`config.mk`:
```
export PLATFORM = sky130hd
export DESIGN_NAME = decode_stage
export DESIGN_NICKNAME = d
export VERILOG_FILES = /design/src/rtl/decode_pkg.sv /design/src/rtl/regfile_2r1w.sv /design/src/rtl/decode_stage.sv
export SDC_FILE = /design/constraint.sdc
export NUM_CORES = 2
export LEC_CHECK = 0
export CAP_MARGIN = 25
export CORE_AREA = 5 5 369 371
export CTS_BUF_LIST = sky130_fd_sc_hd__clkbuf_2 sky130_fd_sc_hd__clkbuf_4 sky130_fd_sc_hd__clkbuf_8
export DETAILED_ROUTE_END_ITERATION = 12
export DIE_AREA = 0 0 374 376
export GPL_TIMING_DRIVEN = 1
export MAX_ROUTING_LAYER = met4
export RECOVER_POWER = 25
export REMOVE_ABC_BUFFERS = 1
export SETUP_SLACK_MARGIN = 0.5
export SKIP_CTS_REPAIR_TIMING = 1
export SLEW_MARGIN = 20
export SYNTH_ARGS = -nofsm -noshare
export SYNTH_HDL_FRONTEND = slang
export SYNTH_SLANG_ARGS = --single-unit
```
`constraint.sdc`:
```
create_clock -name clk -period 3.3 [get_ports clk]
set_input_delay 0.99 -clock clk [delete_from_list [all_inputs] [get_ports clk]]
set_output_delay 0.99 -clock clk [all_outputs]
set_load 0.05 [all_outputs]
```
`src/rtl/decode_pkg.sv`:
```
// decode_pkg: opcode constants and the ALU-control field bundle shared by decode and execute.
// Latency: n/a (types and pure functions only).
// Backpressure: n/a.
package decode_pkg;

  localparam logic [6:0] OPC_OP     = 7'b0110011;
  localparam logic [6:0] OPC_OP_IMM = 7'b0010011;
  localparam logic [6:0] OPC_LOAD   = 7'b0000011;
  localparam logic [6:0] OPC_STORE  = 7'b0100011;
  localparam logic [6:0] OPC_LUI    = 7'b0110111;
  localparam logic [6:0] OPC_AUIPC  = 7'b0010111;
  localparam logic [6:0] OPC_BRANCH = 7'b1100011;
  localparam logic [6:0] OPC_JAL    = 7'b1101111;
  localparam logic [6:0] OPC_JALR   = 7'b1100111;

  // funct3 shared by SRLI/SRAI (and SRL/SRA); instr[30] picks arithmetic.
  localparam logic [2:0] F3_SHIFT_RIGHT = 3'b101;

  // Control fields handed to the ALU alongside the two operands and the PC.
  typedef struct packed {
    logic [6:0]  opcode;
    logic [2:0]  funct3;
    logic        funct1;
    logic [4:0]  rd;
    logic [4:0]  rs2;
    logic [11:0] imm12;
    logic [19:0] u_imm20;
  } alu_ctrl_t;

  // Subtract / arithmetic-shift select. Only register ops and the immediate
  // right shifts honour instr[30]; ADDI/ANDI/ORI/XORI etc. carry immediate
  // bits there and must never turn into a subtract.
  function automatic logic sub_select(input logic [6:0] opcode,
                                      input logic [2:0] funct3,
                                      input logic       bit30);
    logic sel;
    sel = 1'b0;
    if (opcode == OPC_OP) begin
      sel = bit30;
    end else if (opcode == OPC_OP_IMM && funct3 == F3_SHIFT_RIGHT) begin
      sel = bit30;
    end
    return sel;
  endfunction

  // Slice an instruction word into the ALU control fields.
  function automatic alu_ctrl_t decode_ctrl(input logic [31:0] instr);
    alu_ctrl_t c;
    c.opcode  = instr[6:0];
    c.funct3  = instr[14:12];
    c.rd      = instr[11:7];
    c.rs2     = instr[24:20];
    c.u_imm20 = instr[31:12];
    c.imm12   = (instr[6:0] == OPC_STORE) ? {instr[31:25], instr[11:7]} : instr[31:20];
    c.funct1  = sub_select(instr[6:0], instr[14:12], instr[30]);
    return c;
  endfunction

endpackage

```
`src/rtl/regfile_2r1w.sv`:
```
// regfile_2r1w: integer register file, two combinational read ports, one write port, x0 reads zero.
// Latency: reads are asynchronous; a write is visible to reads after the clock edge it is sampled on.
// Backpressure: none, a write is always taken.
module regfile_2r1w #(
  parameter int XLEN          = 32,
  parameter int NREGS         = 32,
  parameter bit RESET_REGFILE = 1'b1
) (
  input  logic                     clk,
  input  logic                     reset,
  input  logic [$clog2(NREGS)-1:0] rs1_idx,
  output logic [XLEN-1:0]          rs1_data,
  input  logic [$clog2(NREGS)-1:0] rs2_idx,
  output logic [XLEN-1:0]          rs2_data,
  input  logic                     wr_en,
  input  logic [$clog2(NREGS)-1:0] wr_idx,
  input  logic [XLEN-1:0]          wr_data
);

  logic [XLEN-1:0] mem [NREGS];

  // Write port; x0 is never stored so it needs no special read-side masking beyond the index check.
  always_ff @(posedge clk) begin
    if (reset && RESET_REGFILE) begin
      for (int i = 0; i < NREGS; i++) begin
        mem[i] <= '0;
      end
    end else if (wr_en && wr_idx != '0) begin
      mem[wr_idx] <= wr_data;
    end
  end

  assign rs1_data = (rs1_idx == '0) ? '0 : mem[rs1_idx];
  assign rs2_data = (rs2_idx == '0) ? '0 : mem[rs2_idx];

endmodule

```
`src/rtl/decode_stage.sv`:
```
// decode_stage: RV32I decode plus ID/EX register feeding the ALU; owns the register file.
// Latency: 1 cycle from accept to out_valid; writeback lands in the register file on its own edge.
// Backpressure: in_ready = !out_valid || out_ready; stalled outputs hold, held operands track writeback.
module decode_stage
  import decode_pkg::*;
#(
  parameter int XLEN          = 32,
  parameter int NREGS         = 32,
  parameter bit RESET_REGFILE = 1'b1
) (
  input  logic            clk,
  input  logic            reset,
  input  logic            in_valid,
  output logic            in_ready,
  input  logic [31:0]     in_instr,
  input  logic [XLEN-1:0] in_pc,
  input  logic            flush,
  input  logic            wb_en,
  input  logic [4:0]      wb_rd,
  input  logic [XLEN-1:0] wb_data,
  output logic            out_valid,
  input  logic            out_ready,
  output logic [XLEN-1:0] out_pc,
  output logic [XLEN-1:0] out_rs1_data,
  output logic [XLEN-1:0] out_rs2_data,
  output logic [19:0]     out_u_imm20,
  output logic [11:0]     out_imm12,
  output logic [4:0]      out_rs2,
  output logic [6:0]      out_opcode,
  output logic [2:0]      out_funct3,
  output logic            out_funct1,
  output logic [4:0]      out_rd
);

  logic            valid_q;
  alu_ctrl_t       ctrl_d;
  alu_ctrl_t       ctrl_q;
  logic [XLEN-1:0] pc_q;
  logic [XLEN-1:0] rs1_data_q;
  logic [XLEN-1:0] rs2_data_q;
  logic [4:0]      rs1_idx_q;
  logic [4:0]      rs2_idx_q;

  logic [4:0]      rs1_sel;
  logic [4:0]      rs2_sel;
  logic [XLEN-1:0] rf_rs1;
  logic [XLEN-1:0] rf_rs2;
  logic [XLEN-1:0] rs1_fwd;
  logic [XLEN-1:0] rs2_fwd;
  logic            wb_live;
  logic            accept;
  logic            load;
  logic            stall;

  assign rs1_sel = in_instr[19:15];
  assign rs2_sel = in_instr[24:20];
  assign ctrl_d  = decode_ctrl(in_instr);

  // Reset forces ready so fetch never sees a stuck stage coming out of reset.
  assign in_ready = reset || !valid_q || out_ready;
  assign accept   = in_valid && in_ready;
  assign load     = accept && !flush;
  assign stall    = valid_q && !out_ready;
  assign wb_live  = wb_en && (wb_rd != 5'd0);

  regfile_2r1w #(
    .XLEN          (XLEN),
    .NREGS         (NREGS),
    .RESET_REGFILE (RESET_REGFILE)
  ) u_regfile (
    .clk      (clk),
    .reset    (reset),
    .rs1_idx  (rs1_sel),
    .rs1_data (rf_rs1),
    .rs2_idx  (rs2_sel),
    .rs2_data (rf_rs2),
    .wr_en    (wb_en),
    .wr_idx   (wb_rd),
    .wr_data  (wb_data)
  );

  // Same-edge writeback wins over the stale array value so the captured operand is never one write behind.
  always_comb begin
    rs1_fwd = rf_rs1;
    rs2_fwd = rf_rs2;
    if (wb_live && wb_rd == rs1_sel) rs1_fwd = wb_data;
    if (wb_live && wb_rd == rs2_sel) rs2_fwd = wb_data;
  end

  // Output valid: flush beats accept, accept beats consume.
  always_ff @(posedge clk) begin
    if (reset) begin
      valid_q <= 1'b0;
    end else if (flush) begin
      valid_q <= 1'b0;
    end else if (accept) begin
      valid_q <= 1'b1;
    end else if (out_ready) begin
      valid_q <= 1'b0;
    end
  end

  // Payload capture on accept; while stalled, held operands follow writes to their source registers.
  always_ff @(posedge clk) begin
    if (reset) begin
      ctrl_q     <= '0;
      pc_q       <= '0;
      rs1_data_q <= '0;
      rs2_data_q <= '0;
      rs1_idx_q  <= '0;
      rs2_idx_q  <= '0;
    end else if (load) begin
      ctrl_q     <= ctrl_d;
      pc_q       <= in_pc;
      rs1_data_q <= rs1_fwd;
      rs2_data_q <= rs2_fwd;
      rs1_idx_q  <= rs1_sel;
      rs2_idx_q  <= rs2_sel;
    end else if (stall) begin
      if (wb_live && wb_rd == rs1_idx_q) rs1_data_q <= wb_data;
      if (wb_live && wb_rd == rs2_idx_q) rs2_data_q <= wb_data;
    end
  end

  assign out_valid    = valid_q;
  assign out_pc       = pc_q;
  assign out_rs1_data = rs1_data_q;
  assign out_rs2_data = rs2_data_q;
  assign out_u_imm20  = ctrl_q.u_imm20;
  assign out_imm12    = ctrl_q.imm12;
  assign out_rs2      = ctrl_q.rs2;
  assign out_opcode   = ctrl_q.opcode;
  assign out_funct3   = ctrl_q.funct3;
  assign out_funct1   = ctrl_q.funct1;
  assign out_rd       = ctrl_q.rd;

endmodule

```
==> results.tsv <==
metric	value	unit
whs_path_depth	2	
placed_area	0.0677	sq mm
outcome	finished, violations left	
antenna_found_initial	15	
ff2ff_path_depth	7	
synthesis.area	0.0590	sq mm
ant_nets	0	
holdWs	0.363	ns
grt_pass1_wl	318000	microns
drive_above_1_share	30.0	%
met3_usage	7.43	%
ys_seq_elements	1159	
min_period_over_period	99.6	%
avgSynthCellArea	14.2	sq um
ir_drop	0.000465	V
grt_setup_unrepaired	true	
cp-start-kind	input port	
die_area	0.141	sq mm
worst_setup_path_end_kind	flip-flop	
fp.dieW	374	microns
synthToLayoutAreaGrowth	20.7	%
routed_wl	229000	microns
violations	max-capacitance violations, max-slew violations	
synth_edf_count	1024	
path_max_fanout	78	
synthCells	4163	
drc	0	
ctsHtreeMaxLevel	4	
ys.flop_type	edfxtp_1	
numCtsBuffers	201	
layout.cell_area.non_filler	0.0713	sq mm
vias	42260	
yosys.area.top_type	edfxtp_1	
grt_overflow	0	
cts-root-buf	clkbuf_8	
cap_violations	2	
io_pins	258	
cts_buffer_depth	3	
gp_congestion	0.920	
cts_tree	yes	
synth_top_area_share	52.1	%
cp.arrival	3.88	ns
avgViaCountPerCell	6.36	
gr-usage-met2	50.7	%
clock_latency	0.95	ns
crit_type	in -> reg	
grt.met1_usage	42.3	%
ys_warn_count	0	
p_leak	26.6	nW
max_freq	304	MHz
setup_viol	0	
dpl.hpwl	149000	microns
final_hold_viol_count	0	
required	3.90	ns
async_reset_ff_share	0	%
wire_per_inst	34.4	microns
yosys.cell_types.count	50	
top_usage_layer	met2	
fin_skew	0.0340	ns
grt_pass1_vias	42072	
gr-usage-all-layers	32.8	%
fin_crit	3.29	ns
cts.clk_slew.worst_paths	0.06	ns
synth-seq-area-share	56.7	%
hp-class	in -> reg	
slew_headroom	-70.9	%
drt-initial-drc-count	6072	
power_density	502	mW/mm^2
start_util	44.5	%
slew_violations	96	
rows	134	
nNetsFinal	4804	
tightestPinTransition	2.56	ns
cts.sinks	1159	
grt_max_degree	79	
drtPass1Iterations	5	
synth.area.top_cells	edfxtp_1, mux4_2, and2_1	
dieHeight	376	microns
core	0.133	sq mm
io_buffers	257	
[Yosys cell counts, types with 4 or more instances]
cell type	count
a2111oi_0	27
a211oi_1	46
a21oi_1	102
a221o_1	62
a221oi_1	59
a22o_1	24
a22oi_1	36
and2_1	963
buf_1	36
buf_2	87
buf_4	18
clkbuf_1	319
dfxtp_1	135
edfxtp_1	1024
mux2_2	60
mux2i_1	251
mux4_2	394
nand2_1	177
nand2b_1	4
nand3_1	6
nand3b_1	7
nor2_1	46
nor2b_1	10
nor3_1	59
nor4_1	4
o221ai_1	60
o22ai_1	63
or2_2	31
or3_1	4
or4_1	4
xnor2_1	15
xor2_1	5
[layer usage]
metal,part of all wire [%],vias to the layer above
li1,-,17060
met1,37,21631
met5,0,-
met4,4.5,0
met2,47,2986
met3,11,583
[worst paths after layout]
kind | from | to | slack (ns)
worst max-delay path | reset | u_regfile.mem[21][9] | 0.01
worst min register to register | out_pc[25] | out_pc[25] | 0.45
worst min-delay path | reset | out_u_imm20[3] | 0.36
worst max register to register | out_valid | out_rs1_data[2] | 0.62
[kinds of logic after synthesis]
kind of cell              Yosys count  share of synthesized area, %
AOI/OAI and AO/OA                 489                          6.30
xor gates and xnor gates           20                         0.297
other                               1                       0.00635
and+or+nand+nor                  1325                          13.0
muxes                             705                          20.4
DFF                              1159                          56.7
buffers and inverters             464                          3.26
[sequential cells by signal, indices dropped and copies added (netlist names)]
name / count
out_rd: 5
out_pc: 32
out_imm12: 12
u_regfile.mem: 1024
out_rs2_data: 32
out_u_imm20: 11
out_funct3: 2
out_funct1: 1
out_valid: 1
out_opcode: 7
out_rs1_data: 32
[stage by stage]
stage | setup slack [ns] | util (%) | total power, mW | cells | TNS [ns]
after detailed placement | -0.341 | 51.1 | 22.4 | 6262 | -27.68
after CTS | -0.191 | 54.2 | 35.9 | 6638 | -1.16
after floorplan | -1.92 | - | 19.6 | 3733 | -162.71
final | 0.0145 | 53.7 | 35.8 | 6644 | 0
after global routing | 0.124 | 53.7 | 36.8 | 6641 | 0
after global placement | -0.305 | 51.1 | 22.4 | 6262 | -20.37
[where the power goes]
group / total [mW] / internal [mW] / leakage, nW / switching [mW]
clock: 13.6 / 7.33 / 2.21 / 6.31
combinational: 4.90 / 2.05 / 13.5 / 2.86
sequential: 17.2 / 16.8 / 10.9 / 0.483
total: 35.8 / 26.1 / 26.6 / 9.65
[worst max-delay path: stages]
cell	delay (ns)
buf_6	0.18
clkbuf_2	1.83
or2_2	0.43
clkbuf_4	0.37
[placed cells by master, fill, tap and decap left out, types with 15 or more instances in the layout]
cell	n
clkbuf_8	226
dlymetal6s2s_1	56
conb_1	32
buf_4	345
a221o_1	62
or2_2	31
o221ai_1	60
clkdlybuf4s50_1	92
a22oi_1	36
o22ai_1	63
nor2_4	27
nor2_1	18
and2_1	855
dfxtp_1	133
and2_0	106
xnor2_1	15
a211oi_1	46
nand2_1	174
clkbuf_4	85
nor3_1	58
mux2i_1	251
buf_12	118
a22o_1	24
clkinv_2	17
clkbuf_1	21
edfxtp_1	1024
a2111oi_0	26
a21oi_1	101
clkinv_1	39
clkbuf_2	101
mux4_2	394
mux2_2	60
a221oi_1	59
[cell type report]
cell class | count | area (sq um)
multi-input cells | 2571 | 24000
repair buffers | 761 | 7380
clock inverters | 73 | 463
clock buffers | 303 | 3690
fillers | 10932 | 61400
diodes | 6 | 15.0
well taps | 1768 | 2210
inverters | 3 | 11.3
flip-flops and latches | 1159 | 33500
Note: power is estimated with default switching activity, not from simulation.
